$ cat src/rtl/rf_pkg.sv
// rtl/rf_pkg.sv - shared parameters and FSM state encoding for the register-file arbiter
package rf_pkg;

  localparam int DW_DEF    = 8;
  localparam int AW_DEF    = 3;
  localparam int DEPTH_DEF = 1 << AW_DEF;

  typedef enum logic {
    SERVE = 1'b0,
    CLEAR = 1'b1
  } state_e;

endpackage

$ cat src/rtl/rf_bank.sv
// rtl/rf_bank.sv - DEPTH x DW register storage, one sync write port, one async read port
module rf_bank #(
  parameter int DW    = 8,
  parameter int AW    = 3,
  parameter int DEPTH = 8
) (
  input  logic          clk,
  input  logic          we_i,
  input  logic [AW-1:0] waddr_i,
  input  logic [DW-1:0] wdata_i,
  input  logic [AW-1:0] raddr_i,
  output logic [DW-1:0] rdata_o
);

  // Contents are not reset; zeroing is done by the owner's clear sequence.
  logic [DW-1:0] mem_q [DEPTH];

  // Synchronous write; written data is visible to the async read from the next cycle.
  always_ff @(posedge clk) begin
    if (we_i) begin
      mem_q[waddr_i] <= wdata_i;
    end
  end

  assign rdata_o = mem_q[raddr_i];

endmodule

$ cat src/rtl/rf_port_arbiter.sv
// rtl/rf_port_arbiter.sv - two-port round-robin access to a register bank with a clear sequence
module rf_port_arbiter
  import rf_pkg::*;
#(
  parameter int DW    = DW_DEF,
  parameter int AW    = AW_DEF,
  parameter int DEPTH = DEPTH_DEF
) (
  input  logic          clk,
  input  logic          reset,
  input  logic          a_req,
  input  logic          a_we,
  input  logic [AW-1:0] a_addr,
  input  logic [DW-1:0] a_wdata,
  output logic          a_gnt,
  output logic          a_rvalid,
  input  logic          b_req,
  input  logic          b_we,
  input  logic [AW-1:0] b_addr,
  input  logic [DW-1:0] b_wdata,
  output logic          b_gnt,
  output logic          b_rvalid,
  output logic [DW-1:0] rdata,
  input  logic          clr,
  output logic          busy
);

  state_e        state_q;
  logic [AW-1:0] cnt_q;
  logic          ptr_q, ptr_d;
  logic          a_rvalid_q, a_rvalid_d;
  logic          b_rvalid_q, b_rvalid_d;
  logic [DW-1:0] rdata_q, rdata_d;

  logic          grant_ok;
  logic          cnt_last;
  logic          bank_we;
  logic [AW-1:0] bank_waddr;
  logic [DW-1:0] bank_wdata;
  logic [AW-1:0] bank_raddr;
  logic [DW-1:0] bank_rdata;

  // Grants only while serving, out of reset, and not on the cycle a clear is requested.
  assign grant_ok = (state_q == SERVE) && reset && !clr;
  assign a_gnt    = grant_ok && a_req && (!b_req || !ptr_q);
  assign b_gnt    = grant_ok && b_req && (!a_req || ptr_q);
  assign cnt_last = (cnt_q == AW'(DEPTH - 1));

  assign busy     = (state_q == CLEAR);
  assign a_rvalid = a_rvalid_q;
  assign b_rvalid = b_rvalid_q;
  assign rdata    = rdata_q;

  // Route the bank ports: clear sweep owns the write port, otherwise the granted side.
  always_comb begin
    bank_we    = 1'b0;
    bank_waddr = a_addr;
    bank_wdata = a_wdata;
    bank_raddr = a_addr;
    if (state_q == CLEAR) begin
      bank_we    = reset;
      bank_waddr = cnt_q;
      bank_wdata = '0;
    end else if (a_gnt) begin
      bank_we    = a_we;
      bank_waddr = a_addr;
      bank_wdata = a_wdata;
      bank_raddr = a_addr;
    end else if (b_gnt) begin
      bank_we    = b_we;
      bank_waddr = b_addr;
      bank_wdata = b_wdata;
      bank_raddr = b_addr;
    end
  end

  // Next pointer and read-return values derived from this cycle's grant.
  always_comb begin
    ptr_d      = ptr_q;
    a_rvalid_d = a_gnt && !a_we;
    b_rvalid_d = b_gnt && !b_we;
    rdata_d    = rdata_q;
    if (a_gnt) begin
      ptr_d = 1'b1;
    end else if (b_gnt) begin
      ptr_d = 1'b0;
    end
    if (a_rvalid_d || b_rvalid_d) begin
      rdata_d = bank_rdata;
    end
  end

  // Serve/clear FSM with the clear counter, round-robin pointer and read-return registers.
  always_ff @(posedge clk) begin
    if (!reset) begin
      state_q    <= CLEAR;
      cnt_q      <= '0;
      ptr_q      <= 1'b0;
      a_rvalid_q <= 1'b0;
      b_rvalid_q <= 1'b0;
      rdata_q    <= '0;
    end else begin
      ptr_q      <= ptr_d;
      a_rvalid_q <= a_rvalid_d;
      b_rvalid_q <= b_rvalid_d;
      rdata_q    <= rdata_d;
      case (state_q)
        SERVE: begin
          if (clr) begin
            state_q <= CLEAR;
            cnt_q   <= '0;
          end
        end
        CLEAR: begin
          if (cnt_last) begin
            state_q <= SERVE;
            cnt_q   <= '0;
          end else begin
            cnt_q <= cnt_q + AW'(1);
          end
        end
        default: begin
          state_q <= CLEAR;
          cnt_q   <= '0;
        end
      endcase
    end
  end

  rf_bank #(
    .DW    (DW),
    .AW    (AW),
    .DEPTH (DEPTH)
  ) u_bank (
    .clk     (clk),
    .we_i    (bank_we),
    .waddr_i (bank_waddr),
    .wdata_i (bank_wdata),
    .raddr_i (bank_raddr),
    .rdata_o (bank_rdata)
  );

endmodule

$ cat config.mk
export PLATFORM = sky130hd
export DESIGN_NAME = rf_port_arbiter
export DESIGN_NICKNAME = d
export VERILOG_FILES = /design/src/rtl/rf_pkg.sv /design/src/rtl/rf_bank.sv /design/src/rtl/rf_port_arbiter.sv
export SDC_FILE = /design/constraint.sdc
export NUM_CORES = 1
export LEC_CHECK = 0
export ABC_AREA = 1
export BUFFER_PORTS_ARGS = -buffer_cell sky130_fd_sc_hd__buf_4
export CAP_MARGIN = 20
export CORE_MARGIN = 4
export CORE_UTILIZATION = 55
export DETAILED_ROUTE_END_ITERATION = 10
export PLACE_DENSITY = 0.75
export SLEW_MARGIN = 10
export SYNTH_ARGS = -nofsm -noshare
export SYNTH_HDL_FRONTEND = slang
export SYNTH_HIERARCHICAL = 1
export SYNTH_SLANG_ARGS = --single-unit
$ cat constraint.sdc
create_clock -name clk -period 3.3 [get_ports clk]
set_input_delay 0 -clock clk [delete_from_list [all_inputs] [get_ports clk]]
set_output_delay 0 -clock clk [all_outputs]
set_load 0.03 [all_outputs]
==> metrics <==
DRT antenna net count=0; clock period minus worst slack=2580 ps; status=completed; PwrDens=465 mW/mm^2; WL met2=4340 um; CP max stage delay=550 ps; fin nets=514; Warnings, synthesis=6; Total GRT Usage=0.220; die height=91.8 um; layout cells sized above 1=0.152; CP Cell Sequence=nor2_2 -> nand2_2 -> nor2_4 -> nand2_4 -> inv_2 -> nor2_1 -> o21ai_0 -> nand2_1 -> nor2_1; largest family of logic cells by synthesized area=simple AND/OR/NAND/NOR gates; Clock Sink Count=79; DR vias=2971; routed length on met1=3590 um; mapped cell area=0.00387 sq mm; r2r startpoint=busy$_SDFF_PN1_; global-route wire length before repair=14000 um; Critical R2R Capture=u_bank/mem_q[7][1]$_DFFE_PP_; power share of the combinational group=0.080; Stages on worst setup path=9; Worst VDD drop=0.264 mV; Fmax=0.388 GHz; register-to-register setup slack=720 ps; most used cell along the critical path=nor2_1; Setup-failing EPs final=0; cell family with most CP delay=simple AND/OR/NAND/NOR gates; DP HPWL=6110 um; Avg Cell Area, Syn=8.77 sq um; Hold Path Class=input port to flip-flop; maximum capacitance violations=0; most common cell after layout, fill and taps aside=nand2_1; Worst-path clk slew=90 ps; Compound-Gate Fraction of Synth Area=0.0388; CTS tree=yes; max layer used=met4; critical hold path startpoint=a_we; Port Buffer Count=41; WP data arrival=2570 ps; Diodes inserted=0; Worst Max-Slew Pin Slew=806 ps; # hold bufs at CTS=3; P_leak=2.16 nW; post-synthesis sequential area ratio=0.575; part of the cycle the worst path needs=0.781; Sw Pwr=475 uW; RD Place Congestion=0.879; routed len/inst=15.0 um; Synth Area in XOR/XNOR=0; pin count of the biggest net entering global routing=33; Num CTS Buffers=9; most frequent cells in the layout=nand2_1 (133), inv_1 (88), edfxtp_1 (64); Synth Area in Simple Gates=0.249; number of cells after detailed placement=565; Synth Area in Adders=0.00647; H-tree depth=3; Die W=91.8 um; final worst setup slack=722 ps; Int Pwr=1.58 mW; DRC errors left=0; Area growth, synth to finish=14.2%; CP Capture Type=flip-flop; Switching Fraction=0.231; Util after Layout=0.650; library cells used by synthesis=26; total grt overflow=0; vias in the first global route=2847; Final Slew Violations=0; final hold violations=0; IO Pins=42; Die Area=0.00843 sq mm; Critical path buffers and inverters=1; setup TNS=0 ps; Setup Buffers After CTS=0; RSZ-0062 raised after global routing=no; routed wl met3=489 um; CP endpoint=u_bank/mem_q[7][1]$_DFFE_PP_; initial antenna violation count=0; Critical Path Start=busy$_SDFF_PN1_; FF+latch count, synth=79; final WL=8740 um; root buffer cell=clkbuf_8; fraction of power consumed by the clock network=0.386; Max Clock Skew=10.5 ps; slowest CP cell=nor2_1; Final Instance Area=0.00442 sq mm; Setup crit start kind=flip-flop; Initial Util=0.569; Worst Setup Path Type=flip-flop to flip-flop; max_slew headroom=0.461; Max clock buf depth=2; vias per inst=5.09; Non-Filler Instances=584; Pre-antenna DRT Iters=5; DP Worst Slack=775 ps; mux cell area share after synthesis=0; post-CTS sizing=0; Gate Count Post-Synth=441; Seq pwr share=0.535; FP Rows=30; Power Total=2.05 mW; Req. time, crit path=3290 ps; DP Area=0.00417 sq mm; initial DRC count=273; Hold Worst Slack=57.3 ps; Syn Nets=472; worst skew pair latency=360 ps; R2R cell count=9; crit-path max FO=17; core area=0.00679 sq mm
==> cells by family (layout without fill, tap and decap cells) <==
family,count (synthesis),after routing
compound gates,28,28
fa+ha+maj,2,2
buf+inv,109,156
simple gates,223,223
flops,79,79
==> per-layer routing <==
metal | track usage | vias to the layer above
met4 | 0.125 | 0
met3 | 0.0386 | 28
met1 | 0.278 | 1389
met5 | 0 | -
li1 | - | 1450
met2 | 0.357 | 104
==> cells in the mapped netlist <==
master	count	area (sq um)
nand3_1	42	210
o21ai_1	1	5.00
clkbuf_1	1	3.75
nand4_4	1	21.3
buf_2	2	10.0
a22o_1	2	17.5
o21ai_0	13	65.1
dfxtp_1	15	300
o211ai_1	1	7.51
nor2_2	1	6.26
ha_1	2	25.0
buf_4	3	22.5
inv_1	88	330
nand3_2	1	10.0
buf_6	11	124
inv_2	3	11.3
edfxtp_1	64	1920
nor3_1	1	5.00
nor2_4	2	22.5
a21oi_1	11	55.1
nor2_1	38	143
inv_4	1	6.26
nand2_4	1	11.3
nand3b_4	1	20.0
nand2_2	2	12.5
nand2_1	133	499
==> power by group through the flow <==
stage / combinational (mW) / clock [mW] / sequential (mW)
final: 0.164 / 0.792 / 1.10
after global placement: 0.155 / 0 / 1.12
after CTS: 0.163 / 0.792 / 1.10
after floorplan: 0.107 / 0 / 1.12
after detailed placement: 0.159 / 0 / 1.12
after global routing: 0.184 / 0.835 / 1.10
==> tightest hold or removal path: stages <==
cell,delay [ps]
buf_4,80
nand3b_4,230
inv_1,50
==> how the worst min path moves through the flow <==
stage | end | slack (ps) | depth (start not counted)
2_1_floorplan | cnt_q[0]$_SDFFE_PN0P_ | 160 | 3
3_3_place_gp | cnt_q[0]$_SDFFE_PN0P_ | 310 | 4
3_5_place_dp | cnt_q[0]$_SDFFE_PN0P_ | 310 | 4
4_1_cts | a_rvalid$_SDFF_PN0_ | 50 | 3
5_1_grt | a_rvalid$_SDFF_PN0_ | 90 | 3
6_report | a_rvalid$_SDFF_PN0_ | 60 | 3
==> registers in the layout, summed over array words and instances, names as in the netlist <==
name	flops
u_bank/mem_q	64
rdata	8
cnt_q	3
a_rvalid	1
b_rvalid	1
busy	1
ptr_q	1
==> area by class of cell <==
cell class / count / area, sq um
well taps: 96 / 120
inverters: 92 / 348
repair buffers: 48 / 368
clock buffers: 9 / 124
flip-flops and latches: 79 / 2220
clock inverters: 7 / 95.1
fillers: 547 / 2380
multi-input cells: 253 / 1140
(Power assumes the default switching activity.)
